$ cat config.mk
export PLATFORM = sky130hd
export DESIGN_NAME = load_store_unit
export DESIGN_NICKNAME = d
export VERILOG_FILES = /design/src/rtl/load_store_unit.sv
export SDC_FILE = /design/constraint.sdc
export NUM_CORES = 1
export LEC_CHECK = 0
export ABC_AREA = 1
export CAP_MARGIN = 10
export CORE_ASPECT_RATIO = 2
export CORE_MARGIN = 2
export CORE_UTILIZATION = 63
export DETAILED_ROUTE_END_ITERATION = 6
export DONT_BUFFER_PORTS = 1
export MAX_ROUTING_LAYER = met4
export PLACE_DENSITY = 0.8
export SLEW_MARGIN = 20
export SYNTH_ARGS = -nofsm -noshare
export SYNTH_HDL_FRONTEND = slang
export SYNTH_SLANG_ARGS = --single-unit
export TNS_END_PERCENT = 30
$ cat constraint.sdc
create_clock -name clk -period 5.61 [get_ports clk]
set_clock_uncertainty 0.2 [all_clocks]
set_input_delay 0.8415 -clock clk [delete_from_list [all_inputs] [get_ports clk]]
set_output_delay 0.8415 -clock clk [all_outputs]
set_load 0.03 [all_outputs]
$ cat src/rtl/load_store_unit.sv
// Load/store initiator for a word-only data memory: sub-word loads by extract/extend,
// sub-word stores by read-modify-write, misaligned/illegal requests answered with an error.
module load_store_unit (
  input  logic        clk,
  input  logic        rst,
  input  logic        req_valid,
  output logic        req_ready,
  input  logic        req_write,
  input  logic [2:0]  req_funct3,
  input  logic [31:0] req_addr,
  input  logic [31:0] req_wdata,
  output logic        resp_valid,
  output logic        resp_err,
  output logic [31:0] resp_rdata,
  output logic        mem_read,
  output logic        mem_write,
  output logic [2:0]  mem_funct3,
  output logic [31:0] mem_addr,
  output logic [31:0] mem_wdata,
  input  logic [31:0] mem_rdata
);

  // state  | meaning
  // IDLE   | waiting for a request, req_ready high
  // LOAD   | mem_read, extract/extend result into rdata_q
  // RMW_RD | mem_read of the word a SB/SH will patch
  // WRITE  | mem_write of full word (SW data or patched word)
  // DONE   | successful response pulse
  // ERR    | error response pulse, no memory access made
  typedef enum logic [2:0] {
    S_IDLE, S_LOAD, S_RMW_RD, S_WRITE, S_DONE, S_ERR
  } state_t;

  state_t      state;
  logic [31:0] addr_q;
  logic [2:0]  funct3_q;
  logic [31:0] wdata_q;
  logic        write_q;
  logic [31:0] old_q;
  logic [31:0] rdata_q;

  logic        req_legal;
  logic        req_misaligned;
  logic [31:0] load_word;
  logic [31:0] merged_word;
  logic [4:0]  byte_sh;
  logic [7:0]  sel_byte;
  logic [15:0] sel_half;

  always_comb begin
    req_legal = req_write ? (req_funct3 inside {3'b000, 3'b001, 3'b010})
                          : (req_funct3 inside {3'b000, 3'b001, 3'b010, 3'b100, 3'b101});
    req_misaligned = ((req_funct3[1:0] == 2'b01) && req_addr[0]) ||
                     ((req_funct3[1:0] == 2'b10) && (req_addr[1:0] != 2'b00));
  end

  // Little-endian lane select; bit 2 of funct3 chooses zero- over sign-extension.
  always_comb begin
    byte_sh  = {addr_q[1:0], 3'b000};
    sel_byte = mem_rdata[byte_sh +: 8];
    sel_half = addr_q[1] ? mem_rdata[31:16] : mem_rdata[15:0];
    case (funct3_q[1:0])
      2'b00:   load_word = {{24{sel_byte[7] & ~funct3_q[2]}}, sel_byte};
      2'b01:   load_word = {{16{sel_half[15] & ~funct3_q[2]}}, sel_half};
      default: load_word = mem_rdata;
    endcase
  end

  always_comb begin
    merged_word = old_q;
    case (funct3_q[1:0])
      2'b00: merged_word[byte_sh +: 8] = wdata_q[7:0];
      2'b01: begin
        if (addr_q[1]) merged_word[31:16] = wdata_q[15:0];
        else           merged_word[15:0]  = wdata_q[15:0];
      end
      default: merged_word = wdata_q;
    endcase
  end

  always_ff @(posedge clk) begin
    if (rst) begin
      state    <= S_IDLE;
      addr_q   <= '0;
      funct3_q <= '0;
      wdata_q  <= '0;
      write_q  <= 1'b0;
      old_q    <= '0;
      rdata_q  <= '0;
    end else begin
      case (state)
        S_IDLE: begin
          if (req_valid) begin
            addr_q   <= req_addr;
            funct3_q <= req_funct3;
            wdata_q  <= req_wdata;
            write_q  <= req_write;
            rdata_q  <= '0;
            if (!req_legal || req_misaligned) state <= S_ERR;
            else if (!req_write)               state <= S_LOAD;
            else if (req_funct3 == 3'b010)     state <= S_WRITE;
            else                               state <= S_RMW_RD;
          end
        end
        S_LOAD: begin
          rdata_q <= load_word;
          state   <= S_DONE;
        end
        S_RMW_RD: begin
          old_q <= mem_rdata;
          state <= S_WRITE;
        end
        S_WRITE: state <= S_DONE;
        S_DONE:  state <= S_IDLE;
        S_ERR:   state <= S_IDLE;
        default: state <= S_IDLE;
      endcase
    end
  end

  // Outputs are gated by rst so an in-flight strobe never reaches memory during reset.
  always_comb begin
    req_ready  = !rst && (state == S_IDLE);
    mem_read   = !rst && ((state == S_LOAD) || (state == S_RMW_RD));
    mem_write  = !rst && (state == S_WRITE) && write_q;
    mem_funct3 = 3'b010;
    mem_addr   = (mem_read || mem_write) ? {addr_q[31:2], 2'b00} : 32'h0;
    mem_wdata  = mem_write ? merged_word : 32'h0;
    resp_valid = !rst && ((state == S_DONE) || (state == S_ERR));
    resp_err   = !rst && (state == S_ERR);
    resp_rdata = (!rst && (state == S_DONE)) ? rdata_q : 32'h0;
  end

endmodule

==> Word level (Yosys, flattened, before mapping) <==
Index checks and enable logic that the tools add are counted.
{ "word_totals": {"reg_bits": 135, "latch_bits": 0, "ramBits": 0, "mem_bits_ro": 0, "in_bits": 103, "out_inout_bits": 104, "wordCells": 70, "n_memories": 0} }
{ "classes": {"n_addsub": 1, "mul": 0, "div": 0, "order_cmp": 0, "n_eq_ne": 13, "shift": 3, "n_mux": 17, "bitwise": 3, "n_reduce_logical": 26} }
{ "op_table": {"columns": ["operator", "count"], "rows": [
  ["case mux 32 bit (2 select lines)", 3],
  ["two-way mux 32 bit", 4],
  ["two-way mux 16 bit", 3],
  ["bitwise mux 32 bit", 1],
  ["variable shift 8 x 7 -> 32 bit, first input constant", 1],
  ["variable part select 32 x 6 -> 8 bit", 1],
  ["variable part select 8 x 7 -> 32 bit", 1],
  ["equality test 3 bit, second input constant", 4],
  ["equality test 3 x 2 -> 1 bit, second input constant", 3],
  ["logical AND 1 bit", 9],
  ["case mux 3 bit (3 select lines)", 1],
  ["negation 5 -> 7 bit", 1],
  ["equality test 3 x 1 -> 1 bit, second input constant", 2],
  ["zero test 3 bit", 2],
  ["two-way mux 3 bit", 2],
  ["logical OR 1 bit", 5],
  ["nonzero test 5 bit", 1],
  ["equality test 2 x 1 -> 1 bit, second input constant", 2],
  ["AND reduction 2 bit", 2],
  ["nonzero test 2 bit", 2],
  ["nonzero test 3 bit", 1],
  ["bitwise AND 1 bit", 2],
  ["equality test 2 bit, second input constant", 1],
  ["zero test 1 bit", 2],
  ["6 further kinds", 7]
]} }

==> Longest topological paths before layout <==
Gate-level depths: netlist of run 1.
{ "logic_depth": {"depth_word": 8, "ltp_mapped": 11, "depth_no_buf": 9} }

==> Least setup slack after synthesis of run 1 <==
No wires, ideal clock.
{ "synth_timing": {"path_type": "input to output", "startpoint": "in rst", "endpoint": "out resp_rdata[10]", "arrival_time_ns": 2.470, "setup_slack_ns": 2.098, "path_stages": 7, "n_path_buf": 2, "cell_sequence": "buf_2 > inv_1 > nand2_1 > nor2_1 > nand2_1 > clkbuf_1 > nor2_1"} }
{ "synth_between": {"elab_chain_cells": 3} }
{ "synth_lines": {"columns": ["element", "line", "text"], "rows": [
  ["start: declaration", "5", "input logic rst,"],
  ["zero test 1 bit", "131", "resp_rdata = (!rst && (state == S_DONE)) ? rdata_q : 32'h0;"],
  ["logical AND 1 bit", "131", null],
  ["two-way mux 32 bit", "131", null],
  ["end: declaration", "14", "output logic [31:0] resp_rdata,"]
]} }
No other way between the ends.

==> Worst setup path in the final report of run 1 <==
{ "layout_timing": {"startpoint": "reg addr_q[0]", "endpoint": "out mem_wdata[30]"} }
{ "layout_between": {"elab_chain_cells": 5} }
{ "layout_lines": {"columns": ["element", "line", "text"], "rows": [
  ["start: declaration", "35", "logic [31:0] addr_q;"],
  ["start signal: assignment", "94", "addr_q <= req_addr;"],
  ["negation 5 -> 7 bit *", "72", "2'b00: merged_word[byte_sh +: 8] = wdata_q[7:0];"],
  ["variable part select 8 x 7 -> 32 bit or variable shift 8 x 7 -> 32 bit (tied branches)", "72", null],
  ["bitwise mux 32 bit *", "72", null],
  ["case mux 32 bit (2 select lines) *", "71", "case (funct3_q[1:0])"],
  ["two-way mux 32 bit *", "128", "mem_wdata = mem_write ? merged_word : 32'h0;"],
  ["end: declaration", "19", "output logic [31:0] mem_wdata,"]
]} }
Every way passes the cells marked *; elsewhere a longest branch is shown, timed or not.

==> run_results.csv, run 1 <==
group,metric,value,unit
route,wire_per_inst,17.1,µm
sta,period_needed,4.20,ns
yosys,synth_top_area_share,37.3,%
final_layout,syn_to_final_growth,5.72,%
placed_design,dp.cells,1168,
sta,max_freq,238,MHz
pwr,power_leakage,2.83,nW
floorplan,io_pins,207,
global_routing,grt_pass1_wl,31800,µm
yosys,synth_top_family_by_area,"compound AO/OA/AOI/OAI gates",
global_routing,grt_overflow_total,0,
min_path,hold_path_startpoint,"addr_q[15]",
clock_tree,cts_resized,0,
status,status,"finished clean",
setup_path,endpoint_kind,"output pin",
sta,hold_violations,0,
route,drtPass1Iterations,5,
final_layout,design_area,0.00766,mm²
sta,fin_tns_setup,0,ns
setup_path,path_cells,"inv_1 -> ha_1 -> clkinv_1 -> nand3_1 -> o22ai_1 -> nand2_1 -> a31oi_1",
global_routing,grt_start_max_net_pins,108,
route,drt-initial-drc-count,483,
setup_path,cp_top_family,"compound AO/OA/AOI/OAI gates",
setup_path,worstPathRequired,4.57,ns
setup_path,crit_fanout,14,
global_routing,antenna_found_initial,0,
clock_tree,htreeDepth,4,
pwr,fin_total_pwr,3.10,mW
yosys,synth_area_per_cell,6.58,µm²
setup_path,cp-startpoint,"addr_q[0]",
pwr,peakVddDrop,0.423,mV
floorplan,initial_core_util,64.2,%
setup_path,cp.arrival,3.16,ns
yosys,syn_area,0.00724,mm²
yosys,synth_common_cells,"nand2_1, a21oi_1, inv_1, o21ai_0, dfxtp_1",
clock_tree,clk_pin_slew,0.06,ns
sta,min_period_over_period,74.9,%
setup_path,cp_slowest_cell,"a31oi_1",
global_routing,grtUsageTotal,33.8,%
yosys,ys_warn_count,0,
yosys,ys_top_cells_by_area,"dfxtp_1, a21oi_1, o21ai_0",
route,totalWireLength,20500,µm
yosys,synth_ff_type,"dfxtp_1",
final_layout,utilization,67.8,%
placed_design,io_buffers,0,
yosys,syn_inst,1100,
yosys,synth_seq_cells,135,
yosys,synth_edf_count,0,
clock_tree,cts_tree,"yes",
setup_path,start_kind,"register",
sta,relSlewSlack,37.8,%
floorplan,dieArea,0.0124,mm²
route,drc,0,
placed_design,finalWeightedCongestion,0.987,
route,ant_nets,0,
yosys,synth_compound_area_share,28.5,%
clock_tree,clock-root-buffer,"clkbuf_16",
route,post_drt_via_cell_ratio,5.76,
flow_run,drv_cap,0,
min_path,min-delay-path-class,"register to register",
floorplan,row_count,55,
placed_design,place_hpwl,14700,µm
yosys,synth-simple-area-share,19.3,%
final_layout,n_antenna_cell,0,
clock_tree,clock_latency,0.42,ns
final_layout,final_cells,1199,
sta,worst_pin_slew,0.932,ns
setup_path,cp_slowest_stage_delay,0.68,ns
placed_design,place_area,0.00702,mm²
floorplan,die_w,79.8,µm
sta,rsz0062_at_grt,"false",
sta,setup_viol,0,
setup_path,cp_num_buf_inv,2,
yosys,async_reset_ff_share,0,%
yosys,synth_fa_ha_area_share,0.864,%
clock_tree,cts_num_sinks,135,
setup_path,rr_startpoint,"funct3_q[1]",
yosys,yosys.area.top_type,"dfxtp_1",
floorplan,die_y,156,µm
yosys,synthMuxAreaShare,0,%
floorplan,coreArea,0.0113,mm²
pwr,p_per_area,405,mW/mm²
yosys,ys_seq_area_share,37.3,%
clock_tree,clockBufferDepth,2,
yosys,synth_xor_area_share,0,%
sta,slew_viol_final,0,
route,num_vias,6912,
clock_tree,cts_hold_buf,0,
clock_tree,cts_setup_buffers,0,
global_routing,grt_pass1_vias,6423,
final_layout,fillers,1107,
setup_path,criticalPathCategory,"register to output pin",
final_layout,final_nets,1153,
final_layout,drive_gt1_share,5.39,%
clock_tree,cts_inserted_buffers,17,
yosys,synth.most_common_cell,"nand2_1",
yosys,ys_types,37,
## layer usage
metal	part of all wire (%)	wire, µm	track usage [%]	vias to the layer above
met1	36	7430	33.9	3063
met5	0	0	-	-
li1	-	-	-	3467
met2	51	10400	58.4	295
met3	6.1	1260	5.56	87
met4	7.1	1460	23.6	0
## power breakdown
group	leakage [nW]	internal [mW]	switching (mW)
clock network	0.307	0.787	0.431
registers	1.11	1.08	0.0800
logic	1.42	0.186	0.533
total	2.83	2.06	1.04
## kinds of logic (layout without fill, tap and decap cells)
kind of cell	count (synthesis)	count (layout)
fa+ha+maj	5	5
simple gates	341	341
flops	135	135
other cells	2	5
buf+inv	230	184
compound gates	387	387
## through the flow
step / worst slack, ns / hold slack (ns)
finish: 1.41 / 0.252
detailed placement: 1.36 / 0.244
CTS: 1.36 / 0.253
global placement: 1.44 / 0.242
global route: 1.12 / 0.270
floorplan: 2.10 / 0.230
## area by class of cell
cell class                      count  area [µm²]  area share [%]
Multi-Input combinational cell    738        3540            46.3
Clock inverter                     12         203            2.65
Tap cell                          142         178            2.32
Inverter                          148         559            7.31
Timing Repair Buffer                5        37.5           0.490
Clock buffer                       19         433            5.65
Sequential cell                   135        2700            35.3
## registers in the layout, summed over array words and instances (netlist names)
name	flops
addr_q	32
old_q	32
rdata_q	32
wdata_q	32
funct3_q	3
state	3
write_q	1
## layout by cell type, fill, tap and decap left out, types with 3 or more instances in the layout
cell type / count
nand2_1: 171
nand2_2: 3
nand3_1: 16
a22oi_1: 5
inv_1: 138
dfxtp_1: 134
o21ai_0: 139
o211ai_1: 14
nor2_1: 133
a31oi_1: 19
ha_1: 5
buf_4: 5
o21a_1: 7
clkinv_2: 3
a21oi_1: 168
or2_1: 5
o21ai_1: 10
clkbuf_16: 17
bufinv_16: 5
inv_2: 6
nor2_4: 3
clkinv_4: 4
o22ai_1: 24
conb_1: 5
## worst reg2reg max path: cells and delay by family (launching register included)
family / cells / cell delay (ns)
AOI/OAI and AO/OA: 2 / 0.56
buffers and inverters: 2 / 0.96
DFF: 1 / 0.32
and+or+nand+nor: 3 / 0.65
## worst paths after layout
path	slack [ns]	end	cells after the start
worst max register to register	2.85	rdata_q[0]	7
worst max-delay path	1.41	mem_wdata[30]	7
worst min-delay path	0.25	addr_q[15]	2
worst min register to register	0.25	addr_q[15]	2
(Power assumes the default switching activity.)
==> inputs of run 2 (changes only) <==
- CORE_UTILIZATION: 63 -> 58
- PLACE_DENSITY: 0.8 -> 0.77
- clock period: 5.61 -> 3.65 ns (I/O delays scaled with it)
==> run_results.csv, run 2 (synthesized netlist as in run 1, its figures left out) <==
group,metric,value,unit
floorplan,die_y,162,µm
setup_path,worstPathRequired,2.90,ns
min_path,hold_depth,2,
final_layout,mostFrequentLayoutCells,"nand2_1, a21oi_1, o21ai_0, inv_1, dfxtp_1",
flow_run,drv_cap,0,
final_layout,final_nets,1259,
clock_tree,clock-root-buffer,"clkbuf_16",
setup_path,criticalPathCategory,"register to output pin",
route,ant_nets,0,
setup_path,r2r_setup_slack,1.02,ns
placed_design,finalWeightedCongestion,0.997,
sta,worst_pin_slew,1.04,ns
pwr,power_leakage,3.38,nW
setup_path,cp.arrival,2.64,ns
pwr,fin_total_pwr,4.74,mW
sta,holdWs,0.0643,ns
floorplan,row_count,57,
setup_path,start_kind,"register",
clock_tree,clockBufferDepth,2,
clock_tree,cts_inserted_buffers,17,
final_layout,syn_to_final_growth,16.8,%
sta,max_freq,295,MHz
sta,slew_viol_final,0,
clock_tree,clk_pin_slew,0.06,ns
final_layout,final_common_cell,"nand2_1",
route,post_drt_via_cell_ratio,5.60,
setup_path,path_cells,"inv_1 -> ha_1 -> inv_1 -> nor2_1 -> nand2_1 -> o22ai_1 -> nand2_1 -> a31oi_1 -> buf_4",
global_routing,grt_pass1_vias,6891,
clock_tree,clock_latency,0.41,ns
floorplan,die_w,83.0,µm
route,num_vias,7341,
clock_tree,cts_tree,"yes",
setup_path,cp_num_buf_inv,3,
min_path,min-delay-path-class,"input port to register",
global_routing,grt_start_max_net_pins,102,
final_layout,n_antenna_cell,0,
pwr,p_per_area,561,mW/mm²
route,drtPass1Iterations,5,
sta,hold_violations,0,
global_routing,grtUsageTotal,32.6,%
setup_path,crit_fanout,14,
sta,fin_tns_setup,0,ns
floorplan,io_pins,207,
clock_tree,cts_num_sinks,135,
global_routing,grt_pass1_wl,34100,µm
route,wire_per_inst,16.5,µm
setup_path,cp.depth,9,
floorplan,initial_core_util,59.4,%
global_routing,antenna_found_initial,0,
sta,setup_viol,0,
placed_design,place_hpwl,15700,µm
route,totalWireLength,21700,µm
setup_path,cp_top_family,"buffers and inverters",
sta,period_needed,3.39,ns
setup_path,r2r_cells,7,
status,status,"finished clean",
sta,min_period_over_period,92.9,%
route,drc,0,
sta,fin_ws,0.258,ns
placed_design,io_buffers,0,
final_layout,final_cells,1311,
final_layout,fillers,1088,
sta,relSlewSlack,30.3,%
sta,rsz0062_at_grt,"false",
setup_path,cp_slowest_stage_delay,0.46,ns
floorplan,coreArea,0.0122,mm²
final_layout,drive_gt1_share,14.0,%
floorplan,dieArea,0.0135,mm²
setup_path,cp_slowest_cell,"dfxtp_2",
setup_path,endpoint_kind,"output pin",
pwr,peakVddDrop,0.418,mV
clock_tree,htreeDepth,4,
global_routing,grt_overflow_total,0,
placed_design,dp.cells,1277,
placed_design,pre_cts_slack,0.555,ns
route,drt-initial-drc-count,410,
## run 2: layer usage
| metal | vias to the layer above | share of wire, % | GRT usage [%] | wire (µm) |
|---|---|---|---|---|
| met2 | 304 | 52 | 57.5 | 11200 |
| met4 | 0 | 6.6 | 21.1 | 1440 |
| met3 | 87 | 5.2 | 5.03 | 1130 |
| li1 | 3689 | - | - | - |
| met5 | - | 0 | - | 0 |
| met1 | 3261 | 37 | 33.1 | 7930 |
## run 2: path summary, 6_finish.rpt
| path | startpoint | end |
|---|---|---|
| setup / recovery | addr_q[0] | mem_wdata[14] |
| hold / removal | req_wdata[24] | wdata_q[24] |
| setup reg to reg | funct3_q[0] | rdata_q[0] |
| hold reg to reg | addr_q[5] | addr_q[5] |
## run 2: final cells by class
| cell class | count | area [µm²] | area share (%) |
|---|---|---|---|
| clock buffer | 20 | 457 | 5.40 |
| inverter | 148 | 559 | 6.61 |
| multi-input combinational | 738 | 3540 | 41.9 |
| tap | 147 | 184 | 2.17 |
| clock inverter | 12 | 164 | 1.94 |
| sequential | 135 | 2700 | 32.0 |
| timing repair buffer | 111 | 851 | 10.1 |
## run 2: metrics by stage
stage               util (%)  area (µm²)
floorplan                  -        7250
global placement        64.1        7820
detailed placement      64.1        7820
CTS                     69.4        8460
global route            69.4        8460
finish                  69.4        8460
## run 2: power breakdown
group,internal [mW],switching [mW]
Combinational,0.322,0.829
Sequential,1.66,0.124
Clock,1.12,0.684
## run 2: repair_timing
action | in CTS | in global routing
hold buffers | 2 | 0
endpoints found under the setup margin | 0 | 23
hold endpoints to repair | 28 | 0
buffers inserted | 0 | 0
gates resized for setup | 0 | 1
==> inputs of run 3 (changes only) <==
- CTS_CLUSTER_SIZE: not set -> 30
==> results of run 3 <==
Final layout, timing and power as in run 2 (identical DEF).
